<file path="src/rtl/pw_auth_ctrl_pkg.sv">
// Shared definitions for the door-lock password path: controller states,
// request mode encodings and the default keypad geometry, which the keypad
// digit collector reuses.
package pw_pkg;

   typedef enum logic [2:0] {
      IDLE     = 3'd0,
      CHECK    = 3'd1,
      CHG_NEW  = 3'd2,
      CHG_CONF = 3'd3,
      LOCKED   = 3'd4
   } pw_state_e;

   localparam logic MODE_VERIFY = 1'b0;
   localparam logic MODE_CHANGE = 1'b1;

   localparam int DEF_DIGITS  = 32'sd4;
   localparam int DEF_DIGIT_W = 32'sd4;

   // Width of the failure counter; at least one bit even when lockout is off.
   function automatic int fail_cnt_w(input int max_fail);
      return ($clog2(max_fail + 32'sd1) < 32'sd1) ? 32'sd1 : $clog2(max_fail + 32'sd1);
   endfunction

endpackage

</file>
<file path="src/rtl/pw_auth_ctrl_lock_timer.sv">
// Lockout down-counter. A load pulse starts a lockout of LOCK_CYCLES cycles;
// expired is high on the cycle the counter reads zero, which is the last
// locked cycle, and stays high while idle.
module pw_lock_timer #(
   parameter int LOCK_CYCLES = 1000
) (
   input  logic clk,
   input  logic reset,
   input  logic load,
   output logic expired
);

   localparam int TW = (LOCK_CYCLES > 32'sd1) ? $clog2(LOCK_CYCLES) : 32'sd1;
   localparam logic [TW-1:0] LOAD_VAL = TW'(LOCK_CYCLES - 32'sd1);

   logic [TW-1:0] count_r;

   // Reload on lockout entry, otherwise count down to zero and hold there
   always_ff @(posedge clk or posedge reset) begin
      if (reset) begin
         count_r <= {TW{1'b0}};
      end else if (load) begin
         count_r <= LOAD_VAL;
      end else if (count_r != {TW{1'b0}}) begin
         count_r <= count_r - TW'(1);
      end else begin
         count_r <= count_r;
      end
   end

   assign expired = (count_r == {TW{1'b0}});

endmodule

</file>
<file path="src/rtl/pw_auth_ctrl.sv">
// Password authentication controller: verify and change-password flows over a
// packed multi-digit entry, with a consecutive-failure counter and a timed
// lockout. Result pulses appear one clock after the accepting edge.
module pw_auth_ctrl
   import pw_pkg::*;
#(
   parameter int DIGITS      = DEF_DIGITS,
   parameter int DIGIT_W     = DEF_DIGIT_W,
   parameter logic [DIGITS*DIGIT_W-1:0] DEFAULT_PW = (DIGITS*DIGIT_W)'(16'h1234),
   parameter int MAX_FAIL    = 3,
   parameter int LOCK_CYCLES = 1000,
   localparam int PW_W       = DIGITS * DIGIT_W,
   localparam int FCW        = fail_cnt_w(MAX_FAIL)
) (
   input  logic            clk,
   input  logic            reset,
   input  logic            req_valid,
   input  logic            req_mode,
   input  logic [PW_W-1:0] pw_in,
   input  logic            cancel,
   output logic            req_ready,
   output logic            pw_ok,
   output logic            pw_fail,
   output logic            chg_done,
   output logic            chg_err,
   output logic            locked,
   output logic [FCW-1:0]  fail_cnt
);

   localparam logic [FCW-1:0] MAX_FAIL_C = FCW'(MAX_FAIL);

   pw_state_e       state_r;
   logic [PW_W-1:0] stored_pw_r;
   logic [PW_W-1:0] shadow_r;
   logic [PW_W-1:0] cand_r;
   logic            intent_r;

   logic            match_s;
   logic [FCW-1:0]  fail_inc_s;
   logic            lock_hit_s;
   logic            timer_load_s;
   logic            timer_expired_s;

   // Compare result, saturating failure increment and lockout trigger
   always_comb begin
      match_s    = (cand_r == stored_pw_r);
      fail_inc_s = fail_cnt;
      if (fail_cnt < MAX_FAIL_C) begin
         fail_inc_s = fail_cnt + FCW'(1);
      end else begin
         fail_inc_s = fail_cnt;
      end
      lock_hit_s   = (MAX_FAIL_C != {FCW{1'b0}}) && (fail_inc_s == MAX_FAIL_C);
      timer_load_s = (state_r == CHECK) && !match_s && lock_hit_s;
   end

   // Ready is decoded from state only so the collector can hold its entry
   always_comb begin
      case (state_r)
         IDLE, CHG_NEW, CHG_CONF: req_ready = 1'b1;
         default:                 req_ready = 1'b0;
      endcase
   end

   pw_lock_timer #(
      .LOCK_CYCLES (LOCK_CYCLES)
   ) u_lock_timer (
      .clk     (clk),
      .reset   (reset),
      .load    (timer_load_s),
      .expired (timer_expired_s)
   );

   // Main controller: state, password storage, failure count and pulses
   always_ff @(posedge clk or posedge reset) begin
      if (reset) begin
         state_r     <= IDLE;
         stored_pw_r <= DEFAULT_PW;
         shadow_r    <= {PW_W{1'b0}};
         cand_r      <= {PW_W{1'b0}};
         intent_r    <= MODE_VERIFY;
         pw_ok       <= 1'b0;
         pw_fail     <= 1'b0;
         chg_done    <= 1'b0;
         chg_err     <= 1'b0;
         locked      <= 1'b0;
         fail_cnt    <= {FCW{1'b0}};
      end else begin
         pw_ok    <= 1'b0;
         pw_fail  <= 1'b0;
         chg_done <= 1'b0;
         chg_err  <= 1'b0;
         case (state_r)
            IDLE: begin
               if (req_valid) begin
                  cand_r   <= pw_in;
                  intent_r <= req_mode;
                  state_r  <= CHECK;
               end
            end
            CHECK: begin
               if (match_s) begin
                  pw_ok    <= 1'b1;
                  fail_cnt <= {FCW{1'b0}};
                  state_r  <= (intent_r == MODE_CHANGE) ? CHG_NEW : IDLE;
               end else begin
                  pw_fail  <= 1'b1;
                  fail_cnt <= fail_inc_s;
                  if (lock_hit_s) begin
                     locked  <= 1'b1;
                     state_r <= LOCKED;
                  end else begin
                     state_r <= IDLE;
                  end
               end
            end
            CHG_NEW: begin
               // cancel wins over a simultaneous entry
               if (cancel) begin
                  shadow_r <= {PW_W{1'b0}};
                  state_r  <= IDLE;
               end else if (req_valid) begin
                  shadow_r <= pw_in;
                  state_r  <= CHG_CONF;
               end
            end
            CHG_CONF: begin
               if (cancel) begin
                  shadow_r <= {PW_W{1'b0}};
                  state_r  <= IDLE;
               end else if (req_valid) begin
                  if (pw_in == shadow_r) begin
                     stored_pw_r <= shadow_r;
                     chg_done    <= 1'b1;
                  end else begin
                     chg_err     <= 1'b1;
                  end
                  shadow_r <= {PW_W{1'b0}};
                  state_r  <= IDLE;
               end
            end
            LOCKED: begin
               if (timer_expired_s) begin
                  locked   <= 1'b0;
                  fail_cnt <= {FCW{1'b0}};
                  state_r  <= IDLE;
               end
            end
            default: begin
               locked  <= 1'b0;
               state_r <= IDLE;
            end
         endcase
      end
   end

endmodule

</file>
<file path="config.mk">
export PLATFORM = sky130hd
export DESIGN_NAME = pw_auth_ctrl
export DESIGN_NICKNAME = d
export VERILOG_FILES = /design/src/rtl/pw_auth_ctrl_pkg.sv /design/src/rtl/pw_auth_ctrl_lock_timer.sv /design/src/rtl/pw_auth_ctrl.sv
export SDC_FILE = /design/constraint.sdc
export NUM_CORES = 1
export LEC_CHECK = 0
export ABC_AREA = 1
export BUFFER_PORTS_ARGS = -buffer_cell sky130_fd_sc_hd__clkbuf_2
export CORE_ASPECT_RATIO = 0.8
export CORE_MARGIN = 2
export CORE_UTILIZATION = 49
export DETAILED_ROUTE_END_ITERATION = 8
export PLACE_DENSITY = 0.65
export SLEW_MARGIN = 10
export SYNTH_ARGS = -nofsm -noshare
export SYNTH_HDL_FRONTEND = slang
export SYNTH_HIERARCHICAL = 1
export SYNTH_SLANG_ARGS = --single-unit
</file>
<file path="constraint.sdc">
create_clock -name clk -period 4.4 [get_ports clk]
set_input_delay 0.88 -clock clk [delete_from_list [all_inputs] [get_ports clk]]
set_output_delay 0.88 -clock clk [all_outputs]
set_load 0.02 [all_outputs]
</file>
==> flow_results.org, run 1 <==
** Synthesis
- Most used flip-flop cell after synthesis :: sky130_fd_sc_hd__dfrtp_1
- Net count after synthesis :: 433
- The most common cell in the synthesized netlist is sky130_fd_sc_hd__nand2_1.
- Leading area contributor after synthesis :: sky130_fd_sc_hd__dfrtp_1
- Count of state elements after synthesis :: 69
- Cells after Synth :: 411
- For this run, the number of Yosys warnings is 6.
- Summing the areas of all compound-gate instances in the mapped netlist gives 14.97% of the synthesized area.
- Ranked by instance count, the synthesized netlist is headed by sky130_fd_sc_hd__nand2_1, sky130_fd_sc_hd__inv_1, sky130_fd_sc_hd__dfrtp_1.
- Post-Syn Area per Cell :: 8.746 um2
- Top cells by area, synth :: sky130_fd_sc_hd__dfrtp_1, sky130_fd_sc_hd__nand2_1, sky130_fd_sc_hd__inv_1
- The cell area that synthesis handed to floorplanning was 3595 um2.
- The share of synthesized area in the top cell type comes to 44.55%.
- Counting flops with a built-in enable in the synthesized netlist gives 0.
- Fraction of synthesis flops using an asynchronous set or reset pin :: 100.0%
- Synthesis instantiated 37 different standard cells from the library.
- By area, the combinational part of the netlist is dominated by simple AND/OR/NAND/NOR gates.
- Of the total synthesized cell area, the portion taken by AND, OR, NAND and NOR gates is 20.12%.
- Multiplexer share of the synthesized area :: 0.3133%
- Adder-cell share of the synthesized area :: 0.3481%
- Sequential elements use 48.21% of the synthesized area.
- Synth Area in XOR/XNOR :: 5.117%

** STA
- Fmax :: 415.5 MHz
- Setup repair after global routing left no endpoint under its margin.
- Count of final hold-check violations :: 0
- Setup violations remaining at the end of the flow were counted as 0.
- Actual slew at the worst max-slew pin :: 1.152 ns
- Dividing the final minimum period by the clock period gives 54.70%.
- Final Max Tran Viols :: 0
- Setup TNS after final layout :: 0 ns
- On the final layout, the worst clock skew is 0.01157 ns.
- Minimum clock period :: 2.407 ns
- Worst-case hold slack :: 0.4949 ns
- Worst-case headroom to the max-slew limit :: 23.01%

** Pwr
- Power spread over the standard cell area amounts to 498.9 nW/um2.
- Summed over all cells, the static leakage comes to 1.976 nW.
- The worst-case IR drop observed on VDD is 0.3273 mV.

** Detailed routing
- After detailed routing, the number of remaining DRC violations is 0.
- Iteration count of the initial detailed-routing pass :: 5
- Final routed wirelength across all metal layers :: 7.194 mm
- Routed wire per std cell :: 13.45 um
- The first routing iteration left 131 violations.
- Using the TritonRoute via totals, the vias-per-cell ratio works out to 4.880.
- The routed layout has 2611 vias.
- The count of nets left with antenna violations once routing finished came out at 0.

** Clocking
- After clock tree synthesis, the repair step resized 0 gates.
- Clock Latency Late Sink :: 0.34 ns
- CTS tree :: built
- After clock tree synthesis, the flow added hold-fix buffers numbering 0.
- The H-tree was split into 3 levels.
- Setup repair bufs after CTS :: 0
- Clk pin slew, worst setup/hold paths :: 0.06 ns
- Clock tree root driver cell :: sky130_fd_sc_hd__clkbuf_8
- Clock buffers created by TritonCTS :: 9
- The clock passes through at most 2 buffers.
- Clk sinks :: 69

** Worst setup path
- Crit Reg-Reg Endpoint :: u_lock_timer/count_r[1]
- Together, buffers and inverters on the worst path number 1.
- The worst setup path is launched from an input pin.
- The critical path is of the in2reg type.
- Data arrives at the worst endpoint at 2.61 ns.
- Critical path peak fanout :: 33
- Worst setup path endpoint :: stored_pw_r[0]
- CP max stage cell :: sky130_fd_sc_hd__nand3_2
- List of cells traversed by the critical path :: clkbuf_2 -> xnor2_1 -> nand4_1 -> nor2_1 -> nand3_2 -> nand2_1 -> o21ai_2
- STA puts the critical path data required time at 4.60 ns.
- Stages on the worst setup path :: 7
- The worst register-to-register path has a setup slack of 2.08 ns.
- Depth of the worst register-to-register path :: 12
- The largest single stage delay on the critical path is 0.67 ns.
- Worst Setup End Kind :: flip-flop
- Source of the critical timing path :: pw_in[12]
- The startpoint identified for the worst register-to-register timing path is stored_pw_r[9].
- Critical path's top delay family :: simple AND/OR/NAND/NOR gates

** Final layout
- Layout cells sized above 1 :: 22.10%
- Area growth, synth to finish :: 9.816%
- 0 antenna diodes ended up in the layout.
- Post-layout net count :: 465

** Place
- # port buffers :: 28
- Placed wire-length estimate after detailed placement :: 5.001 mm
- Final estimated routing congestion in global placement :: 0.8197

** Global routing
- Number of antenna violations at the first check in global routing :: 0
- Maximum number of pins on one net before global-route repair :: 38
- The first global-routing pass estimated 12.66 mm of wire.
- The number of global-route vias before repair is 2555.
- GR Overflow Total :: 0
- All-Layer GR Usage :: 20.51%

** Die
- The die is 99.76 um wide.
- For this design the top-level I/O count stands at 29.
- Standard cell core area :: 6993 um2
- Die ar. :: 8042 um2
- The floorplan has 27 rows.
- Die Height :: 80.61 um
- Once the floorplan was initialized, standard cells occupied 51.40% of the core.

** Flow run
- Max-cap violations in this run came to 0.

** Worst hold path
- Hold Path Class :: reg2reg

** Outcome
- Status :: finished clean
## worst reg2reg max path: stages, from the launching register on
cell	delay, ns
sky130_fd_sc_hd__dfstp_2	0.54
sky130_fd_sc_hd__nor2_1	0.05
sky130_fd_sc_hd__nor2_1	0.09
sky130_fd_sc_hd__nor2_1	0.05
sky130_fd_sc_hd__nand2_1	0.10
sky130_fd_sc_hd__nor2_1	0.09
sky130_fd_sc_hd__nand2_1	0.09
sky130_fd_sc_hd__nand2_1	0.09
sky130_fd_sc_hd__nor2_1	0.41
sky130_fd_sc_hd__clkinv_1	0.43
sky130_fd_sc_hd__nand2_1	0.19
sky130_fd_sc_hd__o21ai_2	0.06
sky130_fd_sc_hd__nand2_1	0.07
## cells in the final DEF (no fill, tap or decap), types with 2 or more instances in the layout
cell type                    synthesis  final
sky130_fd_sc_hd__nor2_2              3      3
sky130_fd_sc_hd__nand3_1            12     12
sky130_fd_sc_hd__o21ai_0             3      3
sky130_fd_sc_hd__inv_2               5      6
sky130_fd_sc_hd__dfrtp_1            64     64
sky130_fd_sc_hd__xor2_1              5      5
sky130_fd_sc_hd__inv_1              76     75
sky130_fd_sc_hd__nand3_2             3      3
sky130_fd_sc_hd__clkbuf_8            0      9
sky130_fd_sc_hd__xnor2_1            16     16
sky130_fd_sc_hd__o32ai_1             7      7
sky130_fd_sc_hd__nor3_2              2      2
sky130_fd_sc_hd__buf_4               1      2
sky130_fd_sc_hd__nand2_4             2      2
sky130_fd_sc_hd__o21ai_1            18     18
sky130_fd_sc_hd__nor2_1             35     35
sky130_fd_sc_hd__a21oi_1             3      3
sky130_fd_sc_hd__nand2_1            92     92
sky130_fd_sc_hd__nand4_1             7      7
sky130_fd_sc_hd__clkinv_2            0      3
sky130_fd_sc_hd__clkinvlp_4          0      2
sky130_fd_sc_hd__dfstp_2             5      5
sky130_fd_sc_hd__o32ai_2             9      9
sky130_fd_sc_hd__clkbuf_2            0     28
sky130_fd_sc_hd__clkbuf_1            0      2
sky130_fd_sc_hd__clkinv_1            2      2
sky130_fd_sc_hd__nor2_4              4      4
sky130_fd_sc_hd__o21ai_2            17     17
## per-layer routing
layer / up-vias / global-route usage, % / wire length [um]
li1: 1362 / - / -
met1: 1198 / 29.77 / 3863
met2: 47 / 29.86 / 2942
met3: 4 / 6.440 / 333
met4: 0 / 4.932 / 55
met5: - / 0 / 0
## area by class of cell
type | instances | area (um2)
tap | 87 | 108.9
clock buffer | 11 | 131.4
timing repair buffer | 30 | 155.1
clock inverter | 5 | 30.03
fill | 667 | 3045
sequential | 69 | 1733
inverter | 84 | 320.3
multi-input combinational | 249 | 1469
## worst min-delay path by stage
stage	start	end	slack, ns	depth (start not counted)
final	stored_pw_r[5]	stored_pw_r[5]	0.49	2
after global routing	stored_pw_r[4]	stored_pw_r[4]	0.51	2
after CTS	stored_pw_r[2]	stored_pw_r[2]	0.49	2
after detailed placement	locked	locked	0.47	2
after global placement	stored_pw_r[12]	stored_pw_r[12]	0.48	2
after floorplan	intent_r	intent_r	0.46	1
## power breakdown
part | internal, mW | leakage [nW] | switching [mW]
Sequential | 0.786 | 0.864 | 0.124
Combinational | 0.235 | 1.03 | 0.385
Clock | 0.202 | 0.0791 | 0.238
Total | 1.22 | 1.98 | 0.747
## stage by stage
step	power, mW	cell area (um2)	util [%]	std cells	setup slack [ns]
after floorplan	1.380	3595	-	411	2.072
after global placement	1.523	3786	54.14	519	1.713
after detailed placement	1.540	3786	54.14	519	1.692
after CTS	1.988	3948	56.45	535	2.015
after global routing	2.131	3948	56.45	535	1.799
final	1.970	3948	56.45	535	1.993
## flip-flops by register name, indices dropped and copies added, names as in the netlist
name / count
cand_r: 16
shadow_r: 16
stored_pw_r: 16
u_lock_timer/count_r: 10
state_r: 3
fail_cnt: 2
chg_done: 1
chg_err: 1
intent_r: 1
locked: 1
pw_fail: 1
pw_ok: 1
## logic make-up after synthesis
| logic type | Yosys count |
|---|---|
| AOI/OAI and AO/OA | 65 |
| xor gates and xnor gates | 21 |
| adders and majority gates | 1 |
| buffers and inverters | 93 |
| DFF | 69 |
| muxes | 1 |
| and+or+nand+nor | 161 |
(Power assumes the default switching activity.)
==> run 2, diff against run 1 <==
Settings changed: ABC_AREA 1 to 0, PLACE_DENSITY 0.65 to 0.68.
Clock period 4.4 ns to 2.2 ns, I/O delays scaled along.
==> run 2 against run 1 <==
Effect of this change: first-iteration DRC count decreased by 16%; clock power increased to 2.9 times the previous value; combinational power increased by 61%; flip-flop and latch count unchanged; core utilization rose by 3.0 points; design area down 3.9%; area after synthesis fell by 9.9%; critical path type is now reg2reg; largest cell class unchanged; highest routed layer unchanged.
==> flow_results.org, run 2 <==
** Outcome
- The run finished with clean final reports.

** Final layout
- Fill cells in the final layout number 522.
- Final design area excluding fillers :: 3794 um2
- In the final layout, the registers with the most flip-flops are cand_r (16), shadow_r (16), stored_pw_r (16).
- Layout cells sized above 1 :: 38.51%
- At the end of the flow, the number of nets in the layout was 313.
- Most used cells in the layout excluding fill and tap cells :: sky130_fd_sc_hd__dfrtp_1, sky130_fd_sc_hd__xor2_1, sky130_fd_sc_hd__clkbuf_2, sky130_fd_sc_hd__mux2_2, sky130_fd_sc_hd__a22o_1
- 0 antenna diodes ended up in the layout.
- Leading cell type in the layout, fill and taps excluded :: sky130_fd_sc_hd__dfrtp_1
- Compared with the post-synthesis result, the final layout area differs by 17.11%.
- The multi-input combinational cells in the finished layout cover a total of 1425 um2.
- Total area of sequential cells :: 1733 um2

** Place
- In this run the cell area measured after placement is 3518 um2.
- Detailed placement ended at an HPWL of 4.402 mm.
- Routability-driven placement finished with a final weighted congestion of 0.7707.
- # port buffers :: 28

** STA
- Total of endpoints with negative setup slack in the final report :: 0
- Across the routed clock network, the largest skew measured is 0.009205 ns.
- Worst-case hold slack :: 0.01740 ns
- The number of pins with negative max-slew slack in the final report came to 0.
- Worst-case headroom to the max-slew limit :: 53.95%
- Setup TNS after final layout :: 0 ns
- Part of the cycle the worst path needs :: 94.82%
- The hold violation count in the final report is 0.
- Setup repair after global routing left no endpoint under its margin.
- Actual slew at the worst max-slew pin :: 0.6907 ns
- Subtracting the final worst setup slack from the clock period gives 2.086 ns.
- Static timing analysis puts the maximum clock frequency at 479.4 MHz.

** Synthesis
- Cells after Synth :: 250
- Post-Syn Area per Cell :: 12.96 um2
- Sequential area share after synthesis :: 53.50%
- Counting flops with an async set or reset pin after synthesis yields a share of 100.0%.
- In this run the biggest area consumer among cell types represents 49.44% of the synthesized area.
- Top cells by area, synth :: sky130_fd_sc_hd__dfrtp_1, sky130_fd_sc_hd__xor2_1, sky130_fd_sc_hd__mux2_2
- Net count after synthesis :: 272
- In this run, synthesis inferred 0 flip-flops with an integrated enable.
- Yosys warning count :: 6
- Number of different library cells in the post-synthesis netlist :: 52
- Yosys instantiated no cell more often than sky130_fd_sc_hd__dfrtp_1.
- Most used flip-flop cell after synthesis :: sky130_fd_sc_hd__dfrtp_1
- Leading area contributor after synthesis :: sky130_fd_sc_hd__dfrtp_1
- Summing every instance area after synthesis gives 3239 um2.
- The commonest cells after synthesis are sky130_fd_sc_hd__dfrtp_1, sky130_fd_sc_hd__xor2_1, sky130_fd_sc_hd__mux2_2.
- Count of state elements after synthesis :: 69

** Global routing
- The number of antenna violations at the first check in global routing came to 0.
- Summed over all layers, the global routing overflow is 0.
- All-Layer GR Usage :: 19.22%
- Entering global routing, the biggest net connects 49 pins.
- Via count of the first global-routing pass :: 2085
- The first global-routing pass estimated 10.47 mm of wire.

** Worst setup path
- Worst Setup End Kind :: flip-flop
- The critical path in this run is classified as reg2reg.
- On the critical path, the stage with the largest delay is an instance of sky130_fd_sc_hd__or4b_4.
- Critical path's top delay family :: simple AND/OR/NAND/NOR gates
- List of cells traversed by the critical path :: inv_2 -> ha_2 -> or4b_4 -> nor3_4 -> buf_4 -> o21ai_0 -> nand2_1 -> a21oi_1 -> a211o_1
- Data on the critical path arrives at its endpoint at 2.32 ns.
- The number of buffers and inverters on the critical path is 2.
- Along the worst path, the maximum fanout reaches 9.
- WP data required :: 2.43 ns
- In this design, the stage delay of the slowest critical-path cell is 0.49 ns.
- Type of element launching the critical path :: flip-flop

** Detailed routing
- Antenna Violating Nets Remaining :: 0
- Via density per instance :: 5.550
- Final routed wirelength across all metal layers :: 6.310 mm
- After the first detailed-routing iteration, the DRC count stood at 110.
- The first TritonRoute pass finished after 4 iterations.
- For this run, design rule violations remaining after detail routing come to 0.
- DR vias :: 2109
- Routed wire per std cell :: 16.61 um

** Clocking
- CTS tree :: built
- Clock buffers created by TritonCTS :: 9
- Clk pin slew, worst setup/hold paths :: 0.08 ns
- The clock net in this run drives a total of 69 sinks.
- The later pin in the worst-skew pair is clocked with a latency of 0.34 ns.
- In this run the number of H-tree levels came out at 3.
- Max Root-Sink Buffers :: 2
- In this run the clock root is driven by a sky130_fd_sc_hd__clkbuf_8.

** Worst hold path
- Hold Path Class :: in2async

** Flow run
- The tool flagged a number of max-cap violations equal to 0.

** Pwr
- In this run the power density over the cells is 1087 nW/um2.
- Leak :: 1.776 nW
- Worst ir drop on vdd :: 0.5410 mV
- Total design power :: 4.123 mW

** Die
- Standard-cell rows :: 26
- For this configuration, the core starts out at a cell density of 50.80%.
- The die is 94.91 um wide.
- Number of top-level pins :: 29
- From bottom edge to top edge, the die measures 76.73 um.
- The die covers 7282 um2.
- After floorplanning, the core was sized to cover 6376 um2.
[run 2: cell types whose count changed after synthesis, sizes merged, moves of 17 or more]
| cell | previous run | this run |
|---|---|---|
| nor2 | 42 | 6 |
| mux2 | 1 | 34 |
| xor2 | 5 | 34 |
| a22o | 0 | 17 |
| inv | 81 | 8 |
| o21ai | 38 | 3 |
| nand2 | 95 | 7 |
[run 2: logic make-up (layout without fill, tap and decap cells)]
group	count (synthesis)	in the layout	share of synthesized area [%]
flip-flops	69	69	53.50
AND/OR/NAND/NOR	54	54	11.43
AO/OA/AOI/OAI	37	37	8.691
multiplexers	36	36	13.48
XOR/XNOR	35	35	9.463
buffers and inverters	18	64	3.051
adder cells (fa/ha/maj)	1	1	0.3862
[run 2: layout make-up]
class                   count  share of cell area [%]
clock buffers              11                   3.991
clock inverters             5                   2.803
inverters                   8                  0.7916
multi-input cells         163                   37.57
flip-flops and latches     69                   45.68
well taps                  84                   2.770
repair buffers             40                   6.398
[run 2: per-stage QoR]
stage	util [%]	setup WS, ns	cells
2_1_floorplan	-	0.03026	250
3_3_place_gp	55.18	0.09541	364
3_5_place_dp	55.18	0.04304	364
4_1_cts	59.22	0.03262	380
5_1_grt	59.50	0.001703	380
6_report	59.50	0.1139	380
[run 2: worst paths after layout]
| path | from | to | slack (ns) | cells after the start |
|---|---|---|---|---|
| min reg2reg | cand_r[15] | cand_r[15] | 0.53 | 1 |
| max | u_lock_timer/count_r[0] | locked | 0.11 | 9 |
| max reg2reg | u_lock_timer/count_r[0] | locked | 0.11 | 9 |
| min | reset | pw_fail | 0.02 | 2 |
| min in group clk | req_mode | intent_r | 0.33 | 2 |
| max in group asynchronous | reset | stored_pw_r[9] | 1.58 | 3 |
[run 2: timing repair]
item,in CTS,in global routing
endpoints found under the hold margin,0,0
hold buffers,0,0
buffers inserted,0,0
endpoints found under the setup margin,0,8
resized for setup,0,7
[run 2: layer usage]
layer / vias up / wire length [um] / global-route usage (%) / share of wire, %
met3: 10 / 238 / 5.010 / 3.8
met4: 0 / 95 / 6.957 / 1.5
met5: - / 0 / 0 / 0
met2: 34 / 2882 / 27.38 / 46
li1: 984 / - / - / -
met1: 1081 / 3093 / 28.35 / 49
[run 2: power by group]
part / internal [mW] / switching [mW] / leakage (nW)
sequential: 1.56 / 0.269 / 0.856
combinational: 0.520 / 0.485 / 0.794
clock: 0.817 / 0.473 / 0.126
